### src/rtl/vram_arbiter.sv
// vram_arbiter: shares the single-port VRAM between the gfx fetcher (absolute priority) and the CPU req/ack bus.
// Define VRAM_WRBUF_EN to add a WRBUF_DEPTH-entry posted-write FIFO in front of the port.
module vram_arbiter #(
    parameter int WRBUF_DEPTH = 4
) (
    input  logic        clk_i,
    input  logic        rst_ni,
    input  logic        gfx_req_i,
    input  logic [13:0] gfx_vaddr_i,
    output logic [15:0] gfx_vdata_o,
    input  logic        cpu_req_i,
    input  logic        cpu_wr_i,
    input  logic [13:0] cpu_addr_i,
    input  logic [15:0] cpu_wrdata_i,
    input  logic [1:0]  cpu_bytesel_i,
    output logic        cpu_ack_o,
    output logic [15:0] cpu_rddata_o,
    output logic [13:0] ram_addr_o,
    output logic [15:0] ram_wrdata_o,
    output logic [1:0]  ram_wren_o,
    input  logic [15:0] ram_rddata_i
);
    typedef enum logic [1:0] {IDLE, GRANT, ACK} state_e;

    state_e      state_q, state_d;
    logic [15:0] rddata_q;
    logic        wb_en, wb_push, wb_pop, wb_empty, rd_go, grant;
    logic [13:0] wb_addr;
    logic [15:0] wb_data;
    logic [1:0]  wb_be;

    if (WRBUF_DEPTH < 2 || (WRBUF_DEPTH & (WRBUF_DEPTH - 1)) != 0) begin : g_bad_depth
        $error("WRBUF_DEPTH must be a power of 2 and at least 2");
    end

`ifdef VRAM_WRBUF_EN
    localparam int AW = $clog2(WRBUF_DEPTH);
    logic [AW:0] wptr_q, rptr_q;
    logic        wb_full;
    logic [13:0] addr_q [WRBUF_DEPTH];
    logic [15:0] data_q [WRBUF_DEPTH];
    logic [1:0]  be_q   [WRBUF_DEPTH];
    assign wb_en    = 1'b1;
    assign wb_empty = wptr_q == rptr_q;
    assign wb_full  = wptr_q == {~rptr_q[AW], rptr_q[AW-1:0]};
    // writes bypass GRANT: they are acked as soon as they land in the FIFO
    assign wb_push  = state_q == IDLE && cpu_req_i && cpu_wr_i && !wb_full;
    assign wb_pop   = !gfx_req_i && !wb_empty;
    assign wb_addr  = addr_q[rptr_q[AW-1:0]];
    assign wb_data  = data_q[rptr_q[AW-1:0]];
    assign wb_be    = be_q[rptr_q[AW-1:0]];
    always_ff @(posedge clk_i or negedge rst_ni) begin
        if (!rst_ni) begin
            wptr_q <= '0;
            rptr_q <= '0;
        end else begin
            if (wb_push) wptr_q <= wptr_q + (AW+1)'(1);
            if (wb_pop) rptr_q <= rptr_q + (AW+1)'(1);
        end
    end
    always_ff @(posedge clk_i) begin
        if (wb_push) begin
            addr_q[wptr_q[AW-1:0]] <= cpu_addr_i;
            data_q[wptr_q[AW-1:0]] <= cpu_wrdata_i;
            be_q[wptr_q[AW-1:0]]   <= cpu_bytesel_i;
        end
    end
`else
    assign wb_en    = 1'b0;
    assign wb_empty = 1'b1;
    assign wb_push  = 1'b0;
    assign wb_pop   = 1'b0;
    assign wb_addr  = '0;
    assign wb_data  = '0;
    assign wb_be    = '0;
`endif

    // reads (and unbuffered writes) only start when the port is free and no posted write is pending
    assign rd_go = cpu_req_i && !gfx_req_i && wb_empty && !(wb_en && cpu_wr_i);

    always_ff @(posedge clk_i or negedge rst_ni) begin
        if (!rst_ni) state_q <= IDLE;
        else state_q <= state_d;
    end

    always_comb begin
        state_d = state_q == IDLE  ? (wb_push ? ACK : rd_go ? GRANT : IDLE) :
                  state_q == GRANT ? (gfx_req_i ? GRANT : ACK) : IDLE;
    end

    always_comb begin
        grant        = state_q == GRANT && !gfx_req_i;
        ram_addr_o   = wb_pop ? wb_addr : grant ? cpu_addr_i : gfx_vaddr_i;
        ram_wrdata_o = wb_pop ? wb_data : cpu_wrdata_i;
        ram_wren_o   = wb_pop ? wb_be : (grant && cpu_wr_i) ? cpu_bytesel_i : 2'b00;
        cpu_ack_o    = state_q == ACK;
        // read data arrives with the ack, so it is passed through on that cycle and held afterwards
        cpu_rddata_o = (state_q == ACK && !cpu_wr_i) ? ram_rddata_i : rddata_q;
        gfx_vdata_o  = ram_rddata_i;
    end

    always_ff @(posedge clk_i or negedge rst_ni) begin
        if (!rst_ni) rddata_q <= '0;
        else if (state_q == ACK && !cpu_wr_i) rddata_q <= ram_rddata_i;
    end
endmodule
### config.mk
export PLATFORM = sky130hd
export DESIGN_NAME = vram_arbiter
export DESIGN_NICKNAME = d
export VERILOG_FILES = /design/src/rtl/vram_arbiter.sv
export SDC_FILE = /design/constraint.sdc
export NUM_CORES = 1
export LEC_CHECK = 0
export ABC_AREA = 1
export BUFFER_PORTS_ARGS = -buffer_cell sky130_fd_sc_hd__buf_2
export CAP_MARGIN = 20
export CELL_PAD_IN_SITES_DETAIL_PLACEMENT = 2
export CELL_PAD_IN_SITES_GLOBAL_PLACEMENT = 2
export CORE_MARGIN = 2
export CORE_UTILIZATION = 14
export CTS_CLUSTER_DIAMETER = 80
export DETAILED_ROUTE_END_ITERATION = 10
export PLACE_DENSITY = 0.84
export SLEW_MARGIN = 20
export SYNTH_ARGS = -nofsm -noshare
export SYNTH_HDL_FRONTEND = slang
export SYNTH_SLANG_ARGS = --single-unit
### constraint.sdc
create_clock -name clk_i -period 1 [get_ports clk_i]
set_clock_uncertainty 0.05 [all_clocks]
set_input_delay 0.05 -clock clk_i [delete_from_list [all_inputs] [get_ports clk_i]]
set_output_delay 0.05 -clock clk_i [all_outputs]
set_load 0.05 [all_outputs]
==> out/metrics.csv <==
stage;metric;value;unit
status;status;finished, violations left;
status;violations;setup timing;
setup_path;critPathKind;reg -> out;
finish;final_nets;324;
setup_path;critical_path_peak_fanout;7;
global_routing;grt_use_total;11.0;%
timing;worst_slack;-0.563;ns
global_routing;grt-ovfl-total;0;
synthesis;synth_top_area_share;35.8;%
timing;period_needed;1.56;ns
synthesis;synth-seq-cells;18;
timing;hold_viol_final;0;
place;numPortBuffers;99;
power;power_density;3190;nW/um^2
finish;register_area;453;sq um
run;maxCapViolations;0;
cts;cts_tree;built;
floorplan;core;8720;sq um
setup_path;max_stage_delay;0.45;ns
power;p_leak;1.31;nW
timing;setup_viol;50;
power;p_sw;4.28;mW
cts;clockBufferDepth;2;
timing;fin_crit_sh;156;%
finish;drive_gt1_share;81.6;%
floorplan;initial_core_util;14.4;%
power;pwr-share-clk;7.4;%
power;combPwrFrac;77.5;%
setup_path;crit_family;buffers and inverters;
finish;area_growth;112;%
drt;drc;0;
timing;slew_viol_final;0;
setup_path;required;0.90;ns
global_routing;grt_max_degree;19;
synthesis;netlist_instances;164;
drt;ant_nets;0;
place;globalplace.congestion;0.692;
drt;drt-total-wl;5510;microns
setup_path;path_cells;buf_12 > nor2_8 > clkbuf_16 > nand3_2 > nand2_4 > buf_8;
finish;diodes;0;
global_routing;antenna_found_initial;0;
cts;clkSinkCount;18;
drt;drtIter0Drc;14;
finish;final_area;2670;sq um
floorplan;die_x;98.8;microns
global_routing;grt_pass1_wl;8510;microns
setup_path;cp-end-kind;output port;
finish;final_cell_mix;buf_2, buf_8, nand2_4, nand2_2, buf_4;
cts;cts.htree.levels;1;
power;netSwitchingFraction;50.4;%
power;seqPwrFrac;15.0;%
setup_path;worstPathArrival;1.46;ns
synthesis;yosysTopAreaCell;dfrtp_1;
cts;cts_buffers;3;
power;internal-power;4.22;mW
timing;grt_setup_unrepaired;true;
place;place_area;2040;sq um
finish;multi_input_area;888;sq um
min_path;hold_class;in -> reg;
power;p_total;8.50;mW
synthesis;synth.distinct_cells;16;
finish;fill_cells;945;
setup_path;worst-path-buf-inv;3;
setup_path;crit_slowest_cell;dfrtp_2;
synthesis;netlist_area;1260;sq um
timing;fmax;640;MHz
synthesis;avgSynthCellArea;7.67;sq um
timing;tightest_slew;0.463;ns
drt;dr.pass1.iters;4;
synthesis;ys_seq_area_share;35.8;%
global_routing;grt_pass1_vias;1663;
floorplan;die_h;98.8;microns
drt;vias;1471;
finish;mostFrequentLayoutCell;buf_2;
floorplan;io_pins;132;
drt;viasPerCell;4.04;
drt;wl_per_cell;15.1;microns
synthesis;ys_warn_count;0;
place;hpwl;3810;microns
cts;cts_root_buffer;clkbuf_8;
cts;clk_latency;0.26;ns
synthesis;syn-num-nets;231;
synthesis;synthTopCellsByArea;dfrtp_1, buf_4, nand2_1, nand4_1, nand3_1;
power;peakVddDrop;0.814;mV
setup_path;cp-start-kind;flop;
floorplan;rows;34;
timing;relSlewSlack;69.1;%
cts;path_clk_slew;0.08;ns
floorplan;dieArea;9760;sq um
path summary, 6_finish.rpt:
path	slack, ns	depth (start not counted)	endpoint	startpoint
worst max-delay path	-0.56	6	cpu_rddata_o[11]	state_q[0]
max in group asynchronous	0.35	2	state_q[1]	rst_ni
worst max register to register	-0.35	7	rddata_q[2]	state_q[0]
min in group asynchronous	0.21	2	rddata_q[15]	rst_ni
worst min register to register	0.46	2	rddata_q[3]	rddata_q[3]
worst min-delay path	0.01	3	rddata_q[13]	ram_rddata_i[13]
final cells by class:
type,count,area share (%)
Timing Repair Buffer,126,41.6
Multi-Input combinational cell,102,33.3
Sequential cell,18,17.0
Tap cell,108,5.06
Clock buffer,4,2.06
Inverter,6,1.03
through the flow:
step / utilization (%) / setup TNS [ns] / setup WS [ns] / instances / hold WS [ns]
after floorplan: - / -6.39 / -0.221 / 164 / -0.296
after global placement: 23.4 / -12.14 / -0.319 / 348 / -0.0160
after detailed placement: 23.4 / -13.32 / -0.383 / 348 / -0.0209
after CTS: 29.2 / -20.13 / -0.578 / 359 / -0.00360
after global routing: 30.6 / -23.29 / -0.621 / 364 / 0.0138
final: 30.6 / -20.48 / -0.563 / 364 / 0.0109
cells by family (layout without fill, tap and decap cells):
| group | count (synthesis) | after routing | synth area share [%] |
|---|---|---|---|
| AND/OR/NAND/NOR | 99 | 101 | 37.1 |
| flip-flops | 18 | 18 | 35.8 |
| AO/OA/AOI/OAI | 1 | 1 | 0.398 |
| buffers and inverters | 46 | 136 | 26.7 |
tightest hold or removal path: stages:
cell and delay, ns:
buf_2 0.11, nand3_2 0.08, nand2_4 0.05
Yosys cell counts, drive strengths merged:
cell type,count
nand2,62
buf,40
dfrtp,18
nand3,17
nand4,15
inv,6
nor2,4
a21oi,1
nand3b,1
routing by layer:
layer	up-vias	GRT usage, %	wire (microns)
met2	76	21.2	3080
met5	-	0	0
met4	0	3.06	90
li1	690	-	-
met1	690	12.0	1960
met3	15	2.13	383
registers in the layout, indices dropped and copies added, names as in the netlist:
| name | flops |
|---|---|
| rddata_q | 16 |
| state_q | 2 |
power groups by stage:
stage / registers [mW] / clock network, mW / logic (mW)
finish: 1.28 / 0.632 / 6.59
global route: 1.31 / 0.673 / 6.90
CTS: 1.27 / 0.665 / 6.36
detailed placement: 1.24 / 0 / 4.88
global placement: 1.22 / 0 / 4.79
floorplan: 1.19 / 0 / 3.88
timing repair:
| item | in CTS | in global routing |
|---|---|---|
| buffers inserted | 3 | 4 |
| pin swaps | 12 | 6 |
| gates resized for setup | 116 | 20 |
| endpoints found under the hold margin | 20 | 0 |
| hold buffers | 2 | 0 |
| setup endpoints to repair | 51 | 50 |
| cloned | 2 | 1 |
(Power assumes the default switching activity.)
